--- src/rtl/mem_bus_arbiter_pkg.sv ---
// Shared types and widths for the two-requester memory bus arbiter.
package mem_bus_arbiter_pkg;

    localparam int ADDR_W = 16;
    localparam int DATA_W = 8;

    // One state per bus phase. TW repeats for the configured number of wait cycles.
    typedef enum logic [2:0] {
        IDLE,
        T1,
        T2,
        TW,
        T3,
        DONE
    } bus_state_t;

endpackage

--- src/rtl/mem_bus_arbiter_rr_arbiter.sv ---
// Round-robin selector: picks the first requester after the last one granted.
// If nobody has been granted yet, the search starts at requester 0.
module rr_arbiter #(
    parameter int NREQ = 2
) (
    input  logic [NREQ-1:0] req,
    input  logic [NREQ-1:0] last_gnt,
    output logic [NREQ-1:0] gnt
);

    int   last_idx;
    logic found;

    // Walk the requesters cyclically, starting one past the last grant; take the first active one.
    always_comb begin
        last_idx = NREQ - 1;
        for (int i = 0; i < NREQ; i++) begin
            if (last_gnt[i]) begin
                last_idx = i;
            end
        end
        gnt   = '0;
        found = 1'b0;
        for (int k = 1; k <= NREQ; k++) begin
            for (int j = 0; j < NREQ; j++) begin
                if (!found && (j == ((last_idx + k) % NREQ)) && req[j]) begin
                    gnt[j] = 1'b1;
                    found  = 1'b1;
                end
            end
        end
    end

endmodule

--- src/rtl/mem_bus_arbiter.sv ---
// Memory bus arbiter: grants one requester at a time and runs a
// T1/T2/(TW...)/T3/DONE bus cycle with active-low strobes.
module mem_bus_arbiter
    import mem_bus_arbiter_pkg::*;
#(
    parameter int WAIT_STATES = 0,
    parameter int NREQ        = 2
) (
    input  logic                           clk,
    input  logic                           rst,
    input  logic [NREQ-1:0]                req,
    input  logic [NREQ-1:0]                req_we,
    input  logic [NREQ-1:0][ADDR_W-1:0]    req_addr,
    input  logic [NREQ-1:0][DATA_W-1:0]    req_wdata,
    output logic [NREQ-1:0]                gnt,
    output logic [NREQ-1:0]                done,
    output logic [DATA_W-1:0]              rdata,
    output logic                           MREQ_L,
    output logic                           RD_L,
    output logic                           WR_L,
    output logic [ADDR_W-1:0]              addr_out,
    output logic [DATA_W-1:0]              dout,
    output logic                           dout_en,
    input  logic [DATA_W-1:0]              din
);

    // Last wait-cycle index; only meaningful when wait states are configured.
    localparam logic [2:0] WS_LAST = (WAIT_STATES > 0) ? 3'(WAIT_STATES - 1) : 3'd0;
    // Pretend the highest requester was granted last so requester 0 wins first after reset.
    localparam logic [NREQ-1:0] RR_RESET = NREQ'(1) << (NREQ - 1);

    bus_state_t        state;
    bus_state_t        next_state;
    logic [NREQ-1:0]   owner;
    logic [NREQ-1:0]   last_gnt;
    logic [NREQ-1:0]   arb_gnt;
    logic              we_q;
    logic [2:0]        wait_cnt;
    logic              sel_we;
    logic [ADDR_W-1:0] sel_addr;
    logic [DATA_W-1:0] sel_wdata;

    rr_arbiter #(
        .NREQ(NREQ)
    ) u_rr (
        .req      (req),
        .last_gnt (last_gnt),
        .gnt      (arb_gnt)
    );

    // Route the winning requester's direction, address and data toward the latch.
    always_comb begin
        sel_we    = 1'b0;
        sel_addr  = '0;
        sel_wdata = '0;
        for (int i = 0; i < NREQ; i++) begin
            if (arb_gnt[i]) begin
                sel_we    = req_we[i];
                sel_addr  = req_addr[i];
                sel_wdata = req_wdata[i];
            end
        end
    end

    // Bus phase sequencing; TW is skipped entirely when no wait states are configured.
    always_comb begin
        next_state = state;
        case (state)
            IDLE:    if (|req) next_state = T1;
            T1:      next_state = T2;
            T2:      next_state = (WAIT_STATES > 0) ? TW : T3;
            TW:      if (wait_cnt == WS_LAST) next_state = T3;
            T3:      next_state = DONE;
            DONE:    next_state = IDLE;
            default: next_state = IDLE;
        endcase
    end

    // Strobes, grant and done decoded from the current phase and latched direction.
    always_comb begin
        MREQ_L  = 1'b1;
        RD_L    = 1'b1;
        WR_L    = 1'b1;
        dout_en = 1'b0;
        gnt     = '0;
        done    = '0;
        case (state)
            T1: begin
                MREQ_L = 1'b0;
                gnt    = owner;
            end
            T2, TW, T3: begin
                MREQ_L  = 1'b0;
                gnt     = owner;
                RD_L    = we_q;
                WR_L    = ~we_q;
                dout_en = we_q;
            end
            DONE: begin
                done = owner;
            end
            default: begin
            end
        endcase
    end

    // Phase register and wait counter; reset discards any in-flight transaction.
    always_ff @(posedge clk) begin
        if (rst) begin
            state    <= IDLE;
            wait_cnt <= 3'd0;
        end else begin
            state    <= next_state;
            wait_cnt <= (state == TW) ? wait_cnt + 3'd1 : 3'd0;
        end
    end

    // Transaction latch on grant, and read data capture at the close of T3.
    always_ff @(posedge clk) begin
        if (rst) begin
            owner    <= '0;
            last_gnt <= RR_RESET;
            we_q     <= 1'b0;
            addr_out <= '0;
            dout     <= '0;
            rdata    <= '0;
        end else begin
            if (state == IDLE && |req) begin
                owner    <= arb_gnt;
                last_gnt <= arb_gnt;
                we_q     <= sel_we;
                addr_out <= sel_addr;
                if (sel_we) begin
                    dout <= sel_wdata;
                end
            end
            if (state == T3 && !we_q) begin
                rdata <= din;
            end
        end
    end

endmodule

--- config.mk ---
export PLATFORM = sky130hd
export DESIGN_NAME = mem_bus_arbiter
export DESIGN_NICKNAME = d
export VERILOG_FILES = /design/src/rtl/mem_bus_arbiter_pkg.sv /design/src/rtl/mem_bus_arbiter_rr_arbiter.sv /design/src/rtl/mem_bus_arbiter.sv
export SDC_FILE = /design/constraint.sdc
export NUM_CORES = 1
export LEC_CHECK = 0
export CAP_MARGIN = 40
export CELL_PAD_IN_SITES_DETAIL_PLACEMENT = 1
export CELL_PAD_IN_SITES_GLOBAL_PLACEMENT = 1
export CORE_UTILIZATION = 28
export DETAILED_ROUTE_END_ITERATION = 8
export HOLD_SLACK_MARGIN = 0.12
export PLACE_DENSITY = 0.87
export SYNTH_ARGS = -nofsm -noshare
export SYNTH_HDL_FRONTEND = slang
export SYNTH_SLANG_ARGS = --single-unit
--- constraint.sdc ---
create_clock -name clk -period 2.11 [get_ports clk]
set_input_delay 0.633 -clock clk [delete_from_list [all_inputs] [get_ports clk]]
set_output_delay 0.633 -clock clk [all_outputs]
set_load 0.005 [all_outputs]
==> results by group <==
Power
  • Internal: 1.42 mW
  • Clk network pwr share: 27.0%
  • Leakage: 1.31 nW
  • Sw power: 0.524 mW
  • Maximum vdd drop: 0.289 mV
  • Switch share: 27.0%
  • Reg power frac: 46.1%
  • P per Cell Area: 582 mW/mm^2
  • Comb power frac: 26.9%

Clocking
  • Hold buffers post-CTS: 0
  • Clock latency on the worst-skew pair: 0.30 ns
  • TritonCTS Buffers: 5
  • Clock Pin Slew Worst Setup and Hold Paths: 0.08 ns
  • Maximum clock path buffer count: 2
  • H-tree depth: 2
  • CTS tree: done
  • Num Clock Sinks: 42
  • Root Driver: clkbuf_8

Flow run
  • Max Cap Viol: 0

Yosys
  • Most used DFF post-synth: dfxtp_1
  • Top-count cell post-synth: dfxtp_1
  • Post-synth top cells: dfxtp_1 (42), nand2_1 (31), a21oi_1 (24)
  • Top-area cell type share of the netlist area: 42.3%
  • Post-synth cell types: 37
  • Syn nets: 280
  • Synth Cell Area: 0.00199 sq mm
  • Synth Instances: 216
  • Number of synthesized flops with an enable pin: 0
  • Register area share after synthesis: 42.3%
  • Yosys Warn Count: 0
  • #FFs+latches synth: 42
  • Ys async rst share: 0%
  • Syn_area_per_cell: 9.20 sq um
  • Top cells by area, synth: dfxtp_1 (42%), a221o_1 (8.1%), a21oi_1 (6.0%)
  • Area leader, netlist: dfxtp_1

Route
  • Violation count after the first detailed-route iteration: 30
  • Vias: 1990
  • DR WL/cell: 14.8 microns
  • Initial DRT Pass Iterations: 4
  • DRT antenna net count: 0
  • Drt via density: 4.63
  • Total Routed Length: 6.36 mm
  • # DRC: 0

Floorplan
  • Die W: 86.3 microns
  • Rows: 30
  • Core ar.: 0.00683 sq mm
  • Starting density of the core: 29.1%
  • DIE AREA: 0.00744 sq mm
  • I/O Pins: 102
  • Die H: 86.3 microns

GRT
  • Global-route wire length before repair: 10.3 mm
  • Initial antenna violation count: 0
  • Global Route Usage Sum: 17.7%
  • Largest net degree at the start of global routing: 17
  • Gr ovfl total: 0
  • Vias in the first global route: 2124

Setup path
  • Setup crit start kind: register
  • RR Startpoint: state[2]$_SDFFE_PP0P_
  • Critical Path Start: state[0]$_SDFFE_PP0P_
  • Worst setup EP type: output port
  • CP Data Arrival Time: 1.36 ns
  • Slowest CP cell: dfxtp_2
  • Delay of the slowest critical-path stage: 0.34 ns
  • CP Buf/Inv Count: 1
  • Crit path kind: reg2out
  • CP cell instances: nor2_4 > mux2i_2 > or2_2 > clkdlybuf4s15_1
  • CP Data Required Time: 1.48 ns
  • Top Family by Delay on Critical Path: simple AND/OR/NAND/NOR gates
  • Largest fanout on the critical path: 3

Layout
  • Antenna cells: 0
  • Share of cells above drive strength 1: 18.6%
  • P&R area growth vs syn: 67.8%
  • Fin nets: 397

Outcome
  • Status: completed

STA
  • Least-Margin Pin Slew: 0.327 ns
  • Tmin final: 1.99 ns
  • Clock skew: 0.00968 ns
  • Slew margin rel.: 78.1%
  • Hold slack final: 0.459 ns
  • Max Slew Vio Count: 0
  • Final hold viol count: 0
  • F_max: 503 MHz
  • Setup ws final: 0.121 ns
  • RSZ-0062 raised after global routing: no
  • Final worst-path cycle share: 94.3%
  • # setup viols final: 0

Placed design
  • Post-placement setup slack: -0.183 ns
  • GP Congestion: 0.817
  • Hpwl dp: 4.93 mm
  • Port bufs: 101

Min path
  • Worst hold start: wait_cnt[0]$_SDFF_PP0_
  • Min-delay worst type: reg2reg
[through the flow]
stage | TNS [ns] | utilization [%] | cells | power (mW) | cell area [sq um]
3_3_place_gp | -5.65 | 46.8 | 418 | 1.40 | 3200
5_1_grt | 0 | 48.8 | 430 | 2.05 | 3340
2_1_floorplan | 0 | - | 216 | 1.10 | 1990
3_5_place_dp | -2.70 | 46.9 | 419 | 1.42 | 3200
4_1_cts | 0 | 48.8 | 430 | 1.96 | 3340
6_report | 0 | 48.8 | 430 | 1.94 | 3340
[power by group through the flow]
stage	sequential (mW)	combinational, mW	clock [mW]
2_1_floorplan	0.903	0.200	0
3_3_place_gp	0.908	0.496	0
3_5_place_dp	0.910	0.515	0
4_1_cts	0.895	0.526	0.542
5_1_grt	0.901	0.564	0.580
6_report	0.894	0.523	0.524
[flip-flops by register name, indices dropped and copies added (netlist names)]
signal    cells
last_gnt      1
state         3
addr_out     16
rdata         8
wait_cnt      3
dout          8
owner         2
we_q          1
[cell families (layout without fill, tap and decap cells)]
kind of cell | count (synthesis) | after routing | synth area share, %
compound gates | 54 | 54 | 21.0
xor+xnor | 2 | 2 | 0.881
fa+ha+maj | 2 | 2 | 1.26
buf+inv | 19 | 137 | 4.85
flops | 42 | 42 | 42.3
mux | 9 | 9 | 5.03
simple gates | 88 | 88 | 24.7
[final timing paths]
path                               endpoint  slack (ns)  cells after the start
hold / removal       wait_cnt[0]$_SDFF_PP0_        0.46                      1
setup / recovery                       RD_L        0.12                      4
setup reg to reg  addr_out[12]$_SDFFE_PP0P_        0.17                      7
hold reg to reg      wait_cnt[0]$_SDFF_PP0_        0.46                      1
[cell type report]
cell class / count / area [sq um]
Timing Repair Buffer: 124 / 1190
Multi-Input combinational cell: 155 / 1070
Inverter: 5 / 18.8
Tap cell: 96 / 120
Clock buffer: 5 / 68.8
Fill cell: 802 / 3490
Clock inverter: 3 / 21.3
Sequential cell: 42 / 847
[layer usage]
| layer | up-vias | GRT usage [%] | share of wire (%) |
|---|---|---|---|
| met5 | - | 0 | 0 |
| met4 | 0 | 7.73 | 2.3 |
| met3 | 10 | 3.05 | 3.3 |
| met2 | 59 | 30.7 | 50 |
| met1 | 930 | 21.6 | 45 |
| li1 | 991 | - | - |
[repair_timing]
action                     4_1_cts  5_1_grt
buffers inserted                 3        0
setup endpoints to repair        8        1
gates resized for setup         18        1
pin swaps                        2        1
[worst register-to-register path: stages, from the launching register on]
cell and delay [ns]:
dfxtp_4 0.36, buf_4 0.15, buf_4 0.16, or3_4 0.41, a2111oi_4 0.35, buf_4 0.21
and2_1 0.14, a221o_1 0.12
[cell usage in the layout, fill, tap and decap left out, types with 2 or more instances in the layout]
master           netlist  layout
nor2_1                 5       4
ha_1                   2       2
nand3_1                9       9
inv_1                  5       4
dlygate4sd2_1          0       7
and3_1                 2       2
nor2b_1               10      10
clkbuf_8               0       5
dfxtp_2                0       2
buf_4                  2      21
nand3b_1               2       2
clkdlybuf4s50_1        0      93
and2_2                 6       6
and4_2                 2       2
dfxtp_1               42      39
nand2b_1               2       2
mux2_2                 8       8
a21oi_1               24      24
and2_1                12      12
a21o_1                 8       8
a221o_1               16      16
nand2_1               31      31
Power figures use the tool's default switching activity.
